File: config.mk
export PLATFORM = sky130hd
export DESIGN_NAME = ddr_read_arbiter
export DESIGN_NICKNAME = d
export VERILOG_FILES = /design/src/rtl/ddr_read_arbiter.sv
export SDC_FILE = /design/constraint.sdc
export NUM_CORES = 1
export LEC_CHECK = 0
export CORE_AREA = 4 4 490 492
export CTS_CLUSTER_SIZE = 30
export DETAILED_ROUTE_END_ITERATION = 7
export DIE_AREA = 0 0 494 496
export DONT_BUFFER_PORTS = 1
export GPL_ROUTABILITY_DRIVEN = 0
export PLACE_DENSITY = 0.3
export SLEW_MARGIN = 10
export SYNTH_ARGS = -nofsm -noshare
export SYNTH_HDL_FRONTEND = slang
export SYNTH_SLANG_ARGS = --single-unit
File: constraint.sdc
create_clock -name clk -period 10.4 [get_ports clk]
set_input_delay 3.12 -clock clk [delete_from_list [all_inputs] [get_ports clk]]
set_output_delay 3.12 -clock clk [all_outputs]
set_load 0.005 [all_outputs]
File: src/rtl/ddr_read_arbiter.sv
// ddr_read_arbiter: N-channel arbiter in front of the single DDR read engine.
// Define DDR_ARB_RR_EN for round-robin; otherwise the lowest pending index wins.
module ddr_read_arbiter #(
    parameter int N_CH         = 3,
    parameter int DDR_ADDR_LEN = 32,
    parameter int SINGLE_LEN   = 24,
    parameter int DDR_DATA_LEN = 512
) (
    input  logic                         clk,
    input  logic                         rst,
    input  logic [N_CH*DDR_ADDR_LEN-1:0] ch_st_addr,
    input  logic [N_CH*SINGLE_LEN-1:0]   ch_len,
    input  logic [N_CH-1:0]              ch_conf,
    output logic [N_CH-1:0]              ch_fifo_empty,
    input  logic [N_CH-1:0]              ch_fifo_req,
    output logic [DDR_DATA_LEN-1:0]      ch_fifo_data,
    output logic [N_CH-1:0]              ch_done,
    output logic [DDR_ADDR_LEN-1:0]      m_st_addr,
    output logic [SINGLE_LEN-1:0]        m_len,
    output logic                         m_conf,
    input  logic                         m_fifo_empty,
    output logic                         m_fifo_req,
    input  logic [DDR_DATA_LEN-1:0]      m_fifo_data,
    output logic [N_CH-1:0]              grant,
    output logic                         busy,
    output logic [N_CH-1:0]              err
);

    localparam int IW = $clog2(N_CH);

    typedef enum logic [1:0] {
        IDLE,
        ISSUE,
        STREAM
    } state_e;

    state_e                  state_q, state_d;
    logic [N_CH-1:0]         pend_q;
    logic [N_CH-1:0]         err_q;
    logic [DDR_ADDR_LEN-1:0] slot_addr_q [N_CH];
    logic [SINGLE_LEN-1:0]   slot_len_q  [N_CH];
    logic [N_CH-1:0]         grant_q;
    logic [IW-1:0]           gidx_q;
    logic [DDR_ADDR_LEN-1:0] m_st_addr_q;
    logic [SINGLE_LEN-1:0]   m_len_q;
    logic                    m_conf_q;
    logic [N_CH-1:0]         ch_done_q;
    logic [SINGLE_LEN-1:0]   cnt_q;

    logic          win_vld;
    logic [IW-1:0] win_idx;
    logic          grant_now;
    logic          last_beat;
    logic          zero_len;

`ifdef DDR_ARB_RR_EN
    // ptr_q holds the index where the next search starts
    logic [IW-1:0] ptr_q;

    always_comb begin
        int idx;
        win_vld = 1'b0;
        win_idx = '0;
        idx     = 0;
        for (int j = 0; j < N_CH; j++) begin
            idx = (int'(ptr_q) + j) % N_CH;
            if (!win_vld && pend_q[idx]) begin
                win_vld = 1'b1;
                win_idx = IW'(idx);
            end
        end
    end

    always_ff @(posedge clk or posedge rst) begin
        if (rst) begin
            ptr_q <= '0;
        end else if (grant_now) begin
            ptr_q <= (win_idx == IW'(N_CH - 1)) ? '0 : win_idx + 1'b1;
        end
    end
`else
    always_comb begin
        win_vld = 1'b0;
        win_idx = '0;
        for (int j = 0; j < N_CH; j++) begin
            if (!win_vld && pend_q[j]) begin
                win_vld = 1'b1;
                win_idx = IW'(j);
            end
        end
    end
`endif

    assign grant_now = (state_q == IDLE) && win_vld;
    assign zero_len  = (m_len_q == '0);
    assign last_beat = m_fifo_req && (cnt_q == m_len_q - SINGLE_LEN'(1));

    always_comb begin
        state_d = state_q;
        unique case (state_q)
            IDLE:    if (win_vld) state_d = ISSUE;
            ISSUE:   state_d = zero_len ? IDLE : STREAM;
            STREAM:  if (last_beat) state_d = IDLE;
            default: state_d = IDLE;
        endcase
    end

    // Routing is purely combinational so beats see no added latency
    always_comb begin
        ch_fifo_empty = '1;
        m_fifo_req    = 1'b0;
        ch_fifo_data  = '0;
        if (state_q == STREAM) begin
            ch_fifo_empty[gidx_q] = m_fifo_empty;
            m_fifo_req            = ch_fifo_req[gidx_q] & ~m_fifo_empty;
            ch_fifo_data          = m_fifo_data;
        end
    end

    always_ff @(posedge clk or posedge rst) begin
        if (rst) begin
            state_q     <= IDLE;
            pend_q      <= '0;
            err_q       <= '0;
            grant_q     <= '0;
            gidx_q      <= '0;
            m_st_addr_q <= '0;
            m_len_q     <= '0;
            m_conf_q    <= 1'b0;
            ch_done_q   <= '0;
            cnt_q       <= '0;
            for (int i = 0; i < N_CH; i++) begin
                slot_addr_q[i] <= '0;
                slot_len_q[i]  <= '0;
            end
        end else begin
            state_q   <= state_d;
            m_conf_q  <= (state_q == ISSUE) && !zero_len;
            ch_done_q <= '0;

            for (int i = 0; i < N_CH; i++) begin
                if (ch_conf[i]) begin
                    if (pend_q[i] && !(grant_now && win_idx == IW'(i))) begin
                        err_q[i] <= 1'b1;
                    end else begin
                        pend_q[i]      <= 1'b1;
                        slot_addr_q[i] <= ch_st_addr[i*DDR_ADDR_LEN +: DDR_ADDR_LEN];
                        slot_len_q[i]  <= ch_len[i*SINGLE_LEN +: SINGLE_LEN];
                    end
                end else if (grant_now && win_idx == IW'(i)) begin
                    pend_q[i] <= 1'b0;
                end
            end

            if (grant_now) begin
                grant_q     <= N_CH'(1) << win_idx;
                gidx_q      <= win_idx;
                m_st_addr_q <= slot_addr_q[win_idx];
                m_len_q     <= slot_len_q[win_idx];
            end

            if (state_q == ISSUE) begin
                cnt_q <= '0;
                if (zero_len) begin
                    ch_done_q <= grant_q;
                    grant_q   <= '0;
                end
            end

            if (state_q == STREAM && m_fifo_req) begin
                cnt_q <= cnt_q + 1'b1;
                if (last_beat) begin
                    ch_done_q <= grant_q;
                    grant_q   <= '0;
                end
            end
        end
    end

    assign grant     = grant_q;
    assign busy      = (state_q != IDLE);
    assign m_conf    = m_conf_q;
    assign m_st_addr = m_st_addr_q;
    assign m_len     = m_len_q;
    assign ch_done   = ch_done_q;
    assign err       = err_q;

endmodule

# Word-level counts from Yosys, hierarchy flattened
# Index checks and enable logic that the tools add are counted.
# word_totals
mem_count,0
mem_bits_ro,0
out_inout_bits,583
ramBits,0
reg_bits,265
input_bits,689
latch_bits,0
# classes
shifts,1
n_lt_le_gt_ge,3
addsub,2
eq_ne,10
div,0
bitwise,8
reduce_logical,37
n_mux,42
multipliers,0
# op_table
op,count
$mux W512,1
$mux W24,4
$bmux W32 S2,1
$mux W32,2
$bmux W24 S2,1
$mux W3,10
$add A24 B1 Y24 const B,1
$eq A24 B24 Y1,1
$logic_not A24 Y1,1
$sub A24 B1 Y24 const B,1
$reduce_and A2 Y1,10
$mux W1,16
$logic_and A1 B1 Y1,13
$ne A2 B2 Y1 const B,5
$reduce_bool A2 Y1,5
$mux W2,4
$logic_not A1 Y1,6
$pmux W2 S3,1
$eq A2 B1 Y1 const B,2
$eq A2 B2 Y1 const B,2
$logic_not A2 Y1,2
$not A1 Y1,4
$ge A3 B3 Y1 const B,1
$lt A2 B3 Y1 const B,1
8 further kinds,8

# Logic depth before layout (Yosys ltp)
# logic_depth
depth_word,13
mapped_depth,10
depth_no_buf,10

# Worst setup path before layout
# OpenSTA, ideal clock, no wires.
# synth_timing
path_type,input to output
start,in ch_fifo_req[2]
end,out m_fifo_req
n_path_buf,1
t_arrival_ns,3.796
slack_ns,3.484
cell_stages,5
t_required_ns,7.280
cell_sequence,mux2i_1 -> o21ai_0 -> nand2_1 -> inv_1 -> clkbuf_1
# synth_via
elab_chain_cells,4
# synth_rtl
item,line_no,rtl
from (decl),15,"input logic [N_CH-1:0] ch_fifo_req,"
$bmux W1 S2,115,m_fifo_req = ch_fifo_req[gidx_q] & ~m_fifo_empty;
$mux W1 (not written as such),115,
$and A1 B1 Y1,115,
$mux W1,113,if (state_q == STREAM) begin
to (decl),22,"output logic m_fifo_req,"
# Every way passes these cells. The select of a mux whose other input is x is not followed.

# Worst setup path in the final report
# layout_timing
start,in m_fifo_data[28]
end,out ch_fifo_data[28]
# layout_via
elab_chain_cells,1
# layout_rtl
item,line_no,rtl
from (decl),23,"input logic [DDR_DATA_LEN-1:0] m_fifo_data,"
$mux W512,113,
to (decl),16,"output logic [DDR_DATA_LEN-1:0] ch_fifo_data,"
# Every way passes these cells.

==> metrics.cfg <==
[worst_hold_path]
hold_path_class = reg2reg

[synth]
synth_edf_count = 0
yosys.area_share.simple_pct = 29.4
synth_flop_cell = dfrtp_1
yosys.area.top_type = dfrtp_1
ys_seq_elements = 265
synthTopCellsByArea = dfrtp_1 (44%), and2_1 (21%), mux2_2 (13%)
netlist_area_um2 = 15100
seq_area_frac_synth_pct = 44.0
synthesis.nets = 2236
synth.mux.area_fraction_pct = 13.0
synth_xor_xnor_area_share_pct = 1.80
async_flop_share_pct = 100
synth-compound-area-share_pct = 8.18
synthTopCellsByCount = and2_1 (512), dfrtp_1 (265), mux2_2 (168), clkbuf_1 (109), nand2_1 (97)
synth_cell_type_count = 56
syn_inst = 1545
yosys.area_share.adder_pct = 0.166
syn_avg_cell_area_um2 = 9.74
synth_top_family_by_area = simple AND/OR/NAND/NOR gates
synth_top_area_share_pct = 44.0
synth.most_common_cell = and2_1
yosysWarnings = 0

[flow_run]
cap_violations = 0

[layout]
drive_above_1_share_pct = 18.0
finish.net_count = 2185
fin_area_um2 = 20400
post-route-util_pct = 8.68
area_growth_pct = 35.5

[placed_design]
placed_area_um2 = 18800
dp_hpwl_mm = 194
portBuffers = 0

[power_and_ir_drop]
sw_frac_of_total_pct = 50.9
combPwrFrac_pct = 49.3
seq_power_share_pct = 30.7
p_switching_uw = 3160
p_leak_uw = 0.00716
clock_power_share_pct = 20.0
peakVddDrop_uv = 128
power.internal_uw = 3040
power.density_nw_per_um2 = 304

[die]
design.core.area_um2 = 235000
die-area_um2 = 245000
rows = 178
ioPinCount = 1272
die_h_um = 496
die_w_um = 494
start_util_pct = 6.40

[clocking]
cts_buffer_depth = 3
clkLatencyLatePin_ps = 580
cts_hold_buffers = 0
cts_resized = 0
clkTransAtPathRegs_ps = 60
post_cts_buffers = 0
root_buffer = clkbuf_16
cts_buffers = 34
htreeDepth = 2
cts_tree = done
cts_sinks = 265

[grt]
grt-ovfl-total = 0
grt_pass1_vias = 12600
antenna_found_initial = 346
grt_pass1_wl_mm = 238
grt_max_degree = 176
grt_usage_pct = 16.4

[sta]
final_hold_viol_count = 0
finalClockSkew_ps = 36.7
fmax_mhz = 139
fin_crit_ps = 7210
slew_headroom_pct = 17.4
min_period_over_period_pct = 69.3
whs_ps = 496
worst_slew_pin_slew_ps = 1250
slew_viol_final = 0
totalNegativeSetupSlack_ps = 0
rsz0062_at_grt = false
setup_violations = 0

[critical_path]
cp-end-kind = primary output
startpoint_type = input port
required_ps = 7280
path_max_fanout = 1
slowest_stage = and2_1
crit_family = simple AND/OR/NAND/NOR gates
path_class = in2out
path_cells = and2_1
slowest_delay_ps = 910
cp.arrival_ps = 4090
cp_num_buf_inv = 0

[route]
wl_per_cell_um = 43.6
drc = 0
routed_wl_mm = 211
routed_via_density = 2.84
first_pass_iters = 5
vias = 13700
drt-initial-drc-count = 926
ant_nets = 0

[run_status]
outcome = finished, final reports clean

cells in the final DEF, fill, tap and decap left out, drive strengths merged, types with 3 or more instances in the layout:
master  instances
diode         171
mux2i           7
nand2          97
nor2           72
a21oi           6
a31oi          56
xor2           18
xnor2          13
nand4b          3
nor3           14
bufinv          3
dfrtp         265
a22o            6
a211oi          5
a22oi          55
nand4           5
buf            29
a21boi          4
nand3          20
o31ai           6
nor4            5
clkinv          9
and3            8
clkbuf         48
and2          512
or4             5
inv            12
mux2          168
or3             4
nor3b           3
o21ai          23
nand2b          7
o211ai          7
metrics by stage:
stage | setup WS [ps] | instances | power [µW]
global placement | 3240 | 4608 | 5070
floorplan | 3480 | 1545 | 3320
finish | 3190 | 4840 | 6200
CTS | 3240 | 4669 | 6390
global route | 3240 | 4677 | 6600
detailed placement | 3240 | 4608 | 5100
registers in the layout, indices dropped and copies added, names as in the netlist:
name,flops
gidx_q,2
cnt_q,24
m_len,24
m_st_addr,32
slot_addr_q,96
grant,3
state_q,2
pend_q,3
m_conf,1
slot_len_q,72
ch_done,3
err,3
cell families after synthesis:
kind of cell             Yosys count
AND/OR/NAND/NOR                  764
adder cells (fa/ha/maj)            2
AO/OA/AOI/OAI                    180
flip-flops                       265
XOR/XNOR                          31
buffers and inverters            128
multiplexers                     175
power groups by stage:
stage	logic [µW]	clock network (µW)	registers (µW)
floorplan	1620	0	1690
global placement	3120	0	1950
detailed placement	3150	0	1960
CTS	3150	1300	1940
global route	3300	1330	1980
finish	3060	1240	1900
metal layers:
| metal | wire length (µm) | GRT usage (%) | up-vias | share of wire (%) |
|---|---|---|---|---|
| met4 | 5290 | 1.96 | 102 | 2.5 |
| met3 | 37900 | 14.1 | 624 | 18 |
| met1 | 64600 | 14.4 | 6336 | 31 |
| li1 | - | - | 5302 | - |
| met5 | 630 | 0 | - | 0.30 |
| met2 | 103000 | 29.1 | 1376 | 49 |
layout make-up:
| class | instances | area [µm²] |
|---|---|---|
| Timing Repair Buffer | 29 | 243 |
| Antenna cell | 171 | 428 |
| Multi-Input combinational cell | 1152 | 7960 |
| Tap cell | 3150 | 3940 |
| Sequential cell | 265 | 6630 |
| Clock buffer | 48 | 975 |
| Clock inverter | 13 | 170 |
| Inverter | 12 | 51.3 |
| Fill cell | 27400 | 215000 |
final timing paths:
check | startpoint | end | slack [ps] | cells past startpoint
worst max register to register | m_len[0] | ch_done[1] | 6570 | 10
worst min register to register | cnt_q[23] | cnt_q[23] | 500 | 1
min in group asynchronous | rst | slot_addr_q[49] | 2580 | 2
worst min-delay path | cnt_q[23] | cnt_q[23] | 500 | 1
max in group asynchronous | rst | slot_len_q[18] | 6200 | 3
worst max-delay path | m_fifo_data[28] | ch_fifo_data[28] | 3190 | 1
Power figures use the tool's default switching activity.
